`src/rtl/pc_mux_pkg.sv`:
```
// Shared constants, state encoding and helpers for the next-PC selector.
package pc_mux_pkg;

  localparam int unsigned SRC_SEQ    = 0;
  localparam int unsigned SRC_BRANCH = 1;
  localparam int unsigned SRC_JUMP   = 2;
  localparam int unsigned SRC_TRAP   = 3;

  typedef enum logic [1:0] {
    BOOT = 2'd0,
    RUN  = 2'd1,
    HOLD = 2'd2
  } state_t;

  // Select-field width for an n-way mux; never narrower than one bit.
  function automatic int unsigned sel_width(input int unsigned n);
    return (n < 2) ? 1 : $clog2(n);
  endfunction

endpackage

```
`src/rtl/nxone_mux.sv`:
```
// Combinational N:1 mux; an out-of-range select returns source DEFAULT_IDX.
module nxone_mux
  import pc_mux_pkg::*;
#(
  parameter int unsigned XLEN        = 32,
  parameter int unsigned NUM_SRC     = 4,
  parameter int unsigned DEFAULT_IDX = 0
)(
  input  logic [NUM_SRC*XLEN-1:0]       data,
  input  logic [sel_width(NUM_SRC)-1:0] sel,
  output logic [XLEN-1:0]               y
);

  localparam int unsigned SEL_W = sel_width(NUM_SRC);

  always_comb begin
    y = data[DEFAULT_IDX*XLEN +: XLEN];
    for (int unsigned i = 0; i < NUM_SRC; i++) begin
      if (sel == SEL_W'(i)) y = data[i*XLEN +: XLEN];
    end
  end

endmodule

```
`src/rtl/pc_redirect_mux.sv`:
```
// Registered next-PC selector with redirect capture while fetch stalls.
// Optional PC_ALIGN_CHECK_EN: clears PC bits [1:0] on load and flags misalign.
module pc_redirect_mux
  import pc_mux_pkg::*;
#(
  parameter int unsigned     XLEN      = 32,
  parameter int unsigned     NUM_SRC   = 4,
  parameter int unsigned     SEQ_SRC   = SRC_SEQ,
  parameter logic [XLEN-1:0] RESET_VEC = XLEN'(32'h0000_0000)
)(
  input  logic                          clk,
  input  logic                          Reset,
  input  logic [NUM_SRC*XLEN-1:0]       src_data,
  input  logic [sel_width(NUM_SRC)-1:0] src_sel,
  input  logic                          redirect_valid,
  input  logic                          out_ready,
  output logic                          out_valid,
  output logic [XLEN-1:0]               out_pc,
  output logic                          pending
`ifdef PC_ALIGN_CHECK_EN
  ,
  output logic                          misalign
`endif
);

  localparam int unsigned SEL_W = sel_width(NUM_SRC);

  state_t          state, state_nxt;
  logic [XLEN-1:0] held, held_nxt;
  logic [XLEN-1:0] live_pc, seq_pc, load_val, load_pc;
  logic            load;

  nxone_mux #(.XLEN(XLEN), .NUM_SRC(NUM_SRC), .DEFAULT_IDX(SEQ_SRC)) u_live_mux (
    .data (src_data),
    .sel  (src_sel),
    .y    (live_pc)
  );

  nxone_mux #(.XLEN(XLEN), .NUM_SRC(NUM_SRC), .DEFAULT_IDX(SEQ_SRC)) u_seq_mux (
    .data (src_data),
    .sel  (SEL_W'(SEQ_SRC)),
    .y    (seq_pc)
  );

  // Next state, held-redirect update and load selection.
  always_comb begin
    state_nxt = state;
    held_nxt  = held;
    load      = 1'b0;
    load_val  = seq_pc;
    case (state)
      BOOT: begin
        if (redirect_valid) begin
          held_nxt  = live_pc;
          state_nxt = HOLD;
        end else begin
          state_nxt = RUN;
        end
      end
      default: begin
        if (out_valid && out_ready) begin
          load      = 1'b1;
          state_nxt = RUN;
          held_nxt  = '0;
          if (redirect_valid)     load_val = live_pc;
          else if (state == HOLD) load_val = held;
          else                    load_val = seq_pc;
        end else if (redirect_valid) begin
          held_nxt  = live_pc;
          state_nxt = HOLD;
        end
      end
    endcase
  end

`ifdef PC_ALIGN_CHECK_EN
  assign load_pc = {load_val[XLEN-1:2], 2'b00};

  always_ff @(posedge clk) begin
    if (Reset)     misalign <= 1'b0;
    else if (load) misalign <= |load_val[1:0];
  end
`else
  assign load_pc = load_val;
`endif

  always_ff @(posedge clk) begin
    if (Reset) begin
      state     <= BOOT;
      held      <= '0;
      out_pc    <= RESET_VEC;
      out_valid <= 1'b0;
      pending   <= 1'b0;
    end else begin
      state     <= state_nxt;
      held      <= held_nxt;
      out_valid <= (state_nxt != BOOT);
      pending   <= (state_nxt == HOLD);
      if (load) out_pc <= load_pc;
    end
  end

endmodule

```
`config.mk`:
```
export PLATFORM = sky130hd
export DESIGN_NAME = pc_redirect_mux
export DESIGN_NICKNAME = d
export VERILOG_FILES = /design/src/rtl/pc_mux_pkg.sv /design/src/rtl/nxone_mux.sv /design/src/rtl/pc_redirect_mux.sv
export SDC_FILE = /design/constraint.sdc
export NUM_CORES = 1
export LEC_CHECK = 0
export CORE_UTILIZATION = 43
export DETAILED_ROUTE_END_ITERATION = 8
export HOLD_SLACK_MARGIN = 0.05
export PLACE_DENSITY = 0.82
export SYNTH_ARGS = -nofsm -noshare
export SYNTH_HDL_FRONTEND = slang
export SYNTH_SLANG_ARGS = --single-unit
```
`constraint.sdc`:
```
create_clock -name clk -period 3.1 [get_ports clk]
set_input_delay 0.62 -clock clk [delete_from_list [all_inputs] [get_ports clk]]
set_output_delay 0.62 -clock clk [all_outputs]
set_load 0.1 [all_outputs]
```
==> impl_metrics.ini, run 1 <==
[power_and_ir_drop]
power.total_w = 0.00247
p_comb_frac = 0.305
power.switching_w = 0.000800
internal-power_w = 0.00167
leakagePower_nw = 2.15
power_density_nw_per_um2 = 443
peakVddDrop_mv = 0.255
p_seq_frac = 0.393
pwr-share-clk = 0.302
p_sw_frac = 0.325

[routing]
drt_pre_antenna_iters = 5
num_vias = 3987
wl_um = 12400
drt_iter0_markers = 245
vias_per_cell = 5.97
drc = 0
wl_per_cell_um = 18.5
ant_nets = 0

[timing]
worst_slew_pin_slew_ns = 0.767
finalCritPeriodShare = 0.776
hold_violations = 0
fin_tns_setup_ns = 0
setup_violations = 0
slew_violations = 0
relSlewSlack = 0.489
layout_setup_ws_ns = 0.694
rsz0062_at_grt = no
fin_skew_ns = 0.0114
fmax_ghz = 0.416
fin_crit_ns = 2.41

[yosys]
syn_inst = 415
yosysWarnings = 0
yosys.area.top_type_share = 0.359
synth_edf_count = 0
avgSynthCellArea_sq_um = 9.14
ys_top_cells_by_count = dfxtp_1 (68), a31oi_1 (64), mux2i_1 (64)
syn_area_sq_um = 3790
syn_nets = 549
synth_seq_area_share = 0.359
synth-async-reset-ratio = 0
synth_top_cell_by_area = dfxtp_1
ys_types = 20
synth-seq-cells = 68
ys.flop_type = dfxtp_1
synth.most_common_cell = dfxtp_1
ys_top_cells_by_area = dfxtp_1 (36%), mux2i_1 (17%), a31oi_1 (11%)

[die]
core_area_sq_um = 8380
io_pins = 168
die_x_um = 95.9
die_area_sq_um = 9200
fp-row-count = 33
fp.dieH_um = 95.9
start_util = 0.453

[finish]
area_growth_pct = 46.6
drive_above_1_share = 0.119
antenna_cells = 0
finalNetCount = 692

[clock_network]
hold_buffers = 0
cts-resized-gates = 0
clk_transition_reported_paths_ns = 0.07
clkSinkCount = 68
cts_inserted_buffers = 9
tritoncts = done
h-tree-depth = 3
cts_setup_buffers = 0
ctsLongestPathBuffers = 2
clk_latency_ns = 0.33
root_buffer = clkbuf_8

[placement]
portBuffers = 167
dpl_worst_slack_ns = 0.432
place_congestion = 0.784
dp_hpwl_um = 8460

[setup_path]
required_ns = 3.35
critPathSlowestCell = clkdlybuf4s50_1
arrival_ns = 2.66
cp_max_fo = 32
critPathCaptureType = register
path_cells = clkdlybuf4s50_1 -> nand2_2 -> o22a_1 -> a31oi_1
critPathBufInv = 1
cp-start-kind = input pin
max_stage_delay_ns = 0.84
critical_path.top_delay_family = buffers and inverters
worstSetupPathType = input pin to register

[global_routing]
grt_usage = 0.266
grt_first_pass_wirelength_um = 18800
grt_antenna_before_repair = 0
grt_pass1_vias = 3886
grt_overflow = 0
grt_start_max_net_pins = 66

[flow_run]
maxCapViolCount = 0

[worst_hold_path]
hold_class = register to register

[run_status]
status = finished clean
[state kept, by name, indices dropped and copies added (netlist names)]
| register | flops |
|---|---|
| out_valid | 1 |
| held | 32 |
| state | 2 |
| pending | 1 |
| out_pc | 32 |
[per-stage QoR]
step	std cells	cell area (sq um)	util	hold WS, ns
3_5_place_dp	652	5360	0.639	0.453
6_report	668	5560	0.663	0.462
3_3_place_gp	652	5360	0.639	0.449
5_1_grt	668	5560	0.663	0.482
2_1_floorplan	415	3790	-	0.437
4_1_cts	668	5560	0.663	0.463
[metal layers]
| metal | global-route usage | up-vias | wire [um] |
|---|---|---|---|
| li1 | - | 1891 | - |
| met1 | 0.316 | 1887 | 5050 |
| met4 | 0.124 | 0 | 289 |
| met3 | 0.0387 | 25 | 907 |
| met5 | 0 | - | 0 |
| met2 | 0.469 | 184 | 6130 |
[layout make-up]
| type | instances | area [sq um] |
|---|---|---|
| Clock inverter | 4 | 47.5 |
| Clock buffer | 12 | 155 |
| Multi-Input combinational cell | 298 | 2150 |
| Fill cell | 705 | 2820 |
| Timing Repair Buffer | 179 | 1710 |
| Tap cell | 105 | 131 |
| Sequential cell | 68 | 1360 |
| Inverter | 2 | 7.51 |
[kinds of logic after synthesis]
logic type / after synthesis / share of synthesized area
buf+inv: 49 / 0.0755
mux: 64 / 0.169
simple gates: 71 / 0.126
compound gates: 163 / 0.271
flops: 68 / 0.359
[power by group through the flow]
stage	clock network (W)	logic (W)	registers (W)
3_5_place_dp	0	0.000748	0.000988
4_1_cts	0.000749	0.000750	0.000969
5_1_grt	0.000800	0.000791	0.000976
2_1_floorplan	0	0.000278	0.00117
6_report	0.000745	0.000751	0.000970
3_3_place_gp	0	0.000737	0.000986
[tightest hold or removal path: stages (launching register included)]
cell and delay, ns:
dfxtp_1 0.31, nand2_1 0.06, a21oi_1 0.05
[worst paths after layout]
kind | start | to | slack, ns | depth (start not counted)
setup / recovery | redirect_valid | out_pc[26] | 0.69 | 4
setup reg to reg | state[0] | out_pc[26] | 0.87 | 4
hold / removal | held[28] | held[28] | 0.46 | 2
hold reg to reg | held[28] | held[28] | 0.46 | 2
[placed cells by master (no fill, tap or decap), types with 2 or more instances in the layout]
cell             instances
a21oi_1                 32
a21oi_2                  2
a31oi_1                 64
buf_12                   3
buf_4                   44
clkbuf_8                11
clkdlybuf4s50_1        132
clkinv_2                 2
dfxtp_1                 68
mux2i_1                 64
nand2_1                 32
nand2b_1                 2
nor2_1                   3
nor4bb_1                32
o21ai_0                 29
o21ai_1                  3
o22a_1                  32
Power figures use the tool's default switching activity.
==> inputs of run 2 (changes only) <==
--- a/config.mk
+++ b/config.mk
@@ -5,10 +5,10 @@
 export SDC_FILE = /design/constraint.sdc
 export NUM_CORES = 1
 export LEC_CHECK = 0
-export CORE_UTILIZATION = 43
+export CORE_UTILIZATION = 42
 export DETAILED_ROUTE_END_ITERATION = 8
 export HOLD_SLACK_MARGIN = 0.05
-export PLACE_DENSITY = 0.82
+export PLACE_DENSITY = 0.8
 export SYNTH_ARGS = -nofsm -noshare
 export SYNTH_HDL_FRONTEND = slang
 export SYNTH_SLANG_ARGS = --single-unit
==> constraint.sdc (replaced) <==
create_clock -name clk -period 2.39 [get_ports clk]
set_input_delay 0.478 -clock clk [delete_from_list [all_inputs] [get_ports clk]]
set_output_delay 0.478 -clock clk [all_outputs]
set_load 0.1 [all_outputs]
==> run 2 against run 1 <==
Effect of this change: combinational power grew 30%; global-route usage decreased by 2.1 points; core utilization fell by 2.1 points; critical path depth unchanged; cell area up 0.72%; final cell count is 0.60% higher; via count shrank 0.55%; sequential cell count is the same; sequential power rose by 29%; worst hold slack improved by 0.0014 ns.
==> impl_metrics.ini, run 2 (synthesized netlist as in run 1, its figures left out) <==
[timing]
slew_violations = 0
fin_crit_ns = 1.80
fin_tns_setup_ns = 0
hold_slack_ns = 0.463
worst_slew_pin_slew_ns = 0.747
fin_skew_ns = 0.00447
rsz0062_at_grt = no
relSlewSlack = 0.500
setup_violations = 0
finalCritPeriodShare = 0.755
hold_violations = 0
fmax_ghz = 0.554

[clock_network]
tritoncts = done
cts_inserted_buffers = 9
ctsLongestPathBuffers = 2
h-tree-depth = 3
clk_transition_reported_paths_ns = 0.08
cts-resized-gates = 0
cts_setup_buffers = 0
clkSinkCount = 68
hold_buffers = 0
clk_latency_ns = 0.34
root_buffer = clkbuf_8

[placement]
portBuffers = 167
dp_hpwl_um = 7790
dpl_cell_area_sq_um = 5350
place_congestion = 0.847

[global_routing]
grt_start_max_net_pins = 65
grt_pass1_vias = 3830
grt_antenna_before_repair = 0
grt_usage = 0.245
grt_first_pass_wirelength_um = 18800
grt_overflow = 0

[die]
start_util = 0.435
die_x_um = 97.0
io_pins = 168
die_area_sq_um = 9420
fp.dieH_um = 97.0
fp-row-count = 34
core_area_sq_um = 8720

[setup_path]
path_cells = nand2b_1 -> buf_4 -> a31oi_1 -> a31oi_1
worstSetupPathType = register to register
cp-start-kind = register
critPathBufInv = 1
arrival_ns = 2.02
required_ns = 2.60
critPathCaptureType = register
r2r-end = out_pc[23]
cp_max_fo = 23
critPathSlowestCell = dfxtp_1
r2r_slack_ns = 0.59
max_stage_delay_ns = 0.60
r2r_cells = 4
critical_path.top_delay_family = flip-flops
r2r_start = state[1]
path_common_cell = a31oi_1

[worst_hold_path]
hold_class = register to register
min_path_cells = 2
min-delay-start = held[20]
min_to = held[20]

[finish]
layout_commonest_cell = clkdlybuf4s50_1
drive_above_1_share = 0.124
final_cell_mix = clkdlybuf4s50_1 (131), dfxtp_1 (68), mux2i_1 (64), a31oi_1 (64), buf_4 (46)
largest_registers = held x32, out_pc x32, state x2
design_area_sq_um = 5600
finalNetCount = 693
antenna_cells = 0
area_growth_pct = 47.6

[power_and_ir_drop]
p_seq_frac = 0.368
p_comb_frac = 0.287
leakagePower_nw = 2.17
power_density_nw_per_um2 = 607
internal-power_w = 0.00234
p_sw_frac = 0.311
peakVddDrop_mv = 0.401
pwr-share-clk = 0.345
power.switching_w = 0.00106

[routing]
drt_iter0_markers = 187
wl_um = 11800
ant_nets = 0
drc = 0
vias_per_cell = 5.90
wl_per_cell_um = 17.6
drt_pre_antenna_iters = 5
num_vias = 3965

[flow_run]
maxCapViolCount = 0

[run_status]
status = finished clean
-- run 2: cell count changes in the layout (fill, tap and decap cells not counted) --
cell / change
buf_4: +2
bufinv_16: +2
buf_12: -1
buf_2: +1
clkbuf_1: -1
clkbuf_8: -1
clkdlybuf4s50_1: -1
clkinv_2: -1
clkinv_4: +1
-- run 2: power by group through the flow --
stage	clock [W]	combinational, W	sequential, W
final	0.00117	0.000974	0.00125
after global routing	0.00126	0.00102	0.00126
after CTS	0.00119	0.000974	0.00125
after detailed placement	0	0.000973	0.00127
after global placement	0	0.000957	0.00127
after floorplan	0	0.000361	0.00152
-- run 2: metal layers --
| metal | global-route usage | wire length (um) |
|---|---|---|
| met4 | 0.0723 | 124 |
| met2 | 0.416 | 5840 |
| met3 | 0.0816 | 1000 |
| met5 | 0 | 0 |
| met1 | 0.293 | 4880 |
-- run 2: how the worst max path moves through the flow --
stage / endpoint / start / depth (start not counted) / slack (ns)
2_1_floorplan: out_pc[0] / out_valid / 4 / 0.54
3_3_place_gp: out_pc[9] / src_sel[0] / 4 / 0.41
3_5_place_dp: out_pc[4] / src_sel[0] / 4 / 0.33
4_1_cts: out_pc[23] / state[1] / 4 / 0.58
5_1_grt: out_pc[7] / state[1] / 4 / 0.50
6_report: out_pc[23] / state[1] / 4 / 0.59
-- run 2: final cells by class --
cell class,count,area (sq um)
Clock buffer,10,138
Clock inverter,6,111
Fill cell,718,3120
Inverter,2,7.51
Multi-Input combinational cell,298,2150
Sequential cell,68,1360
Tap cell,108,135
Timing Repair Buffer,180,1700
-- run 2: stage by stage --
stage,setup slack (ns),utilization,total power (W),instances
6_report,0.586,0.642,0.00340,672
5_1_grt,0.503,0.642,0.00354,672
4_1_cts,0.582,0.642,0.00341,672
3_5_place_dp,0.325,0.614,0.00225,656
3_3_place_gp,0.408,0.614,0.00223,656
2_1_floorplan,0.544,-,0.00188,415
-- run 2: tightest hold or removal path, cell delays in order (launching register included) --
cell and delay [ns]:
dfxtp_1 0.31, nand2_1 0.05, a21oi_1 0.05
==> inputs of run 3 (changes only) <==
--- a/config.mk
+++ b/config.mk
@@ -5,10 +5,10 @@
 export SDC_FILE = /design/constraint.sdc
 export NUM_CORES = 1
 export LEC_CHECK = 0
-export CORE_UTILIZATION = 42
+export CORE_UTILIZATION = 38
 export DETAILED_ROUTE_END_ITERATION = 8
 export HOLD_SLACK_MARGIN = 0.05
-export PLACE_DENSITY = 0.8
+export PLACE_DENSITY = 0.77
 export SYNTH_ARGS = -nofsm -noshare
 export SYNTH_HDL_FRONTEND = slang
 export SYNTH_SLANG_ARGS = --single-unit
==> constraint.sdc (replaced) <==
create_clock -name clk -period 1.49 [get_ports clk]
set_input_delay 0.298 -clock clk [delete_from_list [all_inputs] [get_ports clk]]
set_output_delay 0.298 -clock clk [all_outputs]
set_load 0.1 [all_outputs]
==> run 3 against run 2 <==
Effect of this change: fmax is 32% higher; die area is 10% higher; cell area is 12% higher; worst hold slack worse by 0.0049 ns; largest cell class is now buffers; largest power group unchanged.
==> impl_metrics.ini, run 3 (synthesized netlist as in run 1, its figures left out) <==
[power_and_ir_drop]
internal-power_w = 0.00367
p_seq_frac = 0.380
peakVddDrop_mv = 0.437
power.switching_w = 0.00167
p_comb_frac = 0.336
pwr-share-clk = 0.284
leakagePower_nw = 2.37
power.total_w = 0.00533
p_sw_frac = 0.312
power_density_nw_per_um2 = 852

[finish]
area_growth_pct = 65.0
n_fill_cell = 818
finalNetCount = 708
post-route-util = 0.644
final_cell_mix = clkdlybuf4s50_1 (131), dfxtp_1 (67), mux2i_1 (64), a31oi_1 (64), buf_12 (46)
antenna_cells = 0
drive_above_1_share = 0.144
fin_cells = 711
multi_input_area_sq_um = 2150
largest_registers = held x32, out_pc x32, state x2
seq_area_sq_um = 1370
layout_commonest_cell = clkdlybuf4s50_1

[placement]
dp_hpwl_um = 8920
place_congestion = 0.805
dpl.cell_count = 696
portBuffers = 167

[routing]
drt_iter0_markers = 124
vias_per_cell = 5.66
ant_nets = 0
drt_pre_antenna_iters = 4
wl_per_cell_um = 17.1
drc = 0
wl_um = 12200
num_vias = 4023

[timing]
finalCritPeriodShare = 0.919
fin_skew_ns = 0.00906
fin_tns_setup_ns = 0
hold_violations = 0
setup_violations = 0
slew_violations = 0
fmax_ghz = 0.730
hold_slack_ns = 0.458
fin_crit_ns = 1.37
relSlewSlack = 0.779
rsz0062_at_grt = no
worst_slew_pin_slew_ns = 0.327

[setup_path]
cp-start-kind = register
required_ns = 1.74
arrival_ns = 1.62
cp_max_fo = 17
critPathCaptureType = register
worstSetupPathType = register to register

[clock_network]
h-tree-depth = 3
clkSinkCount = 68
clk_latency_ns = 0.33
root_buffer = clkbuf_8
tritoncts = done
ctsLongestPathBuffers = 2
hold_buffers = 0
clk_transition_reported_paths_ns = 0.07
cts_inserted_buffers = 9

[flow_run]
maxCapViolCount = 0

[die]
fp.dieH_um = 102
die_x_um = 102
fp-row-count = 36
die_area_sq_um = 10400
core_area_sq_um = 9730
start_util = 0.390
io_pins = 168

[run_status]
status = finished clean

[global_routing]
grt_start_max_net_pins = 35
grt_pass1_vias = 3991
grt_antenna_before_repair = 0
grt_first_pass_wirelength_um = 18900
grt_usage = 0.234
grt_overflow = 0

[worst_hold_path]
hold_class = register to register
-- run 3: cell count changes in the layout (fill, tap and decap cells not counted), moves of 2 or more --
cell	before	now
buf_12	2	46
clkbuf_1	0	2
bufinv_16	3	1
buf_4	46	16
-- run 3: area by class of cell --
cell class / count / share of cell area
multi-input combinational: 298 / 0.344
inverter: 2 / 0.00120
timing repair buffer: 195 / 0.379
sequential: 68 / 0.218
clock buffer: 13 / 0.0254
clock inverter: 2 / 0.00560
tap: 133 / 0.0266
-- run 3: final timing paths --
| path | endpoint | slack (ns) | from | cells past startpoint |
|---|---|---|---|---|
| max | out_pc[30] | 0.12 | state[0] | 5 |
| min | held[24] | 0.46 | held[24] | 2 |
| max reg2reg | out_pc[30] | 0.12 | state[0] | 5 |
| min reg2reg | held[24] | 0.46 | held[24] | 2 |
-- run 3: timing repair --
item / CTS / global route
buffers inserted: 0 / 0
resized for setup: 0 / 3
setup endpoints to repair: 0 / 10
-- run 3: routing by layer --
metal  up-vias  share of wire  global-route usage
li1       1920              -                   -
met1      1909           0.39               0.264
met2       172           0.51               0.431
met3        22          0.069              0.0431
met4         0          0.022              0.0978
met5         -              0                   0
-- run 3: power by group through the flow --
stage	Sequential (W)	Clock [W]	Combinational, W
finish	0.00203	0.00151	0.00179
global route	0.00204	0.00164	0.00188
CTS	0.00203	0.00153	0.00179
detailed placement	0.00207	0	0.00179
global placement	0.00206	0	0.00176
floorplan	0.00244	0	0.000579
-- run 3: critical path: stages, from the launching register on --
cell and delay, ns:
dfxtp_1 0.37, buf_6 0.19, nand2b_1 0.14, buf_4 0.24
a31oi_1 0.12, a31oi_1 0.20
-- run 3: stage by stage --
stage	worst slack (ns)	cell area, sq um
floorplan	0.130	3800
global placement	-0.195	6050
detailed placement	-0.278	6050
CTS	0.0522	6250
global route	0.0194	6260
finish	0.120	6260
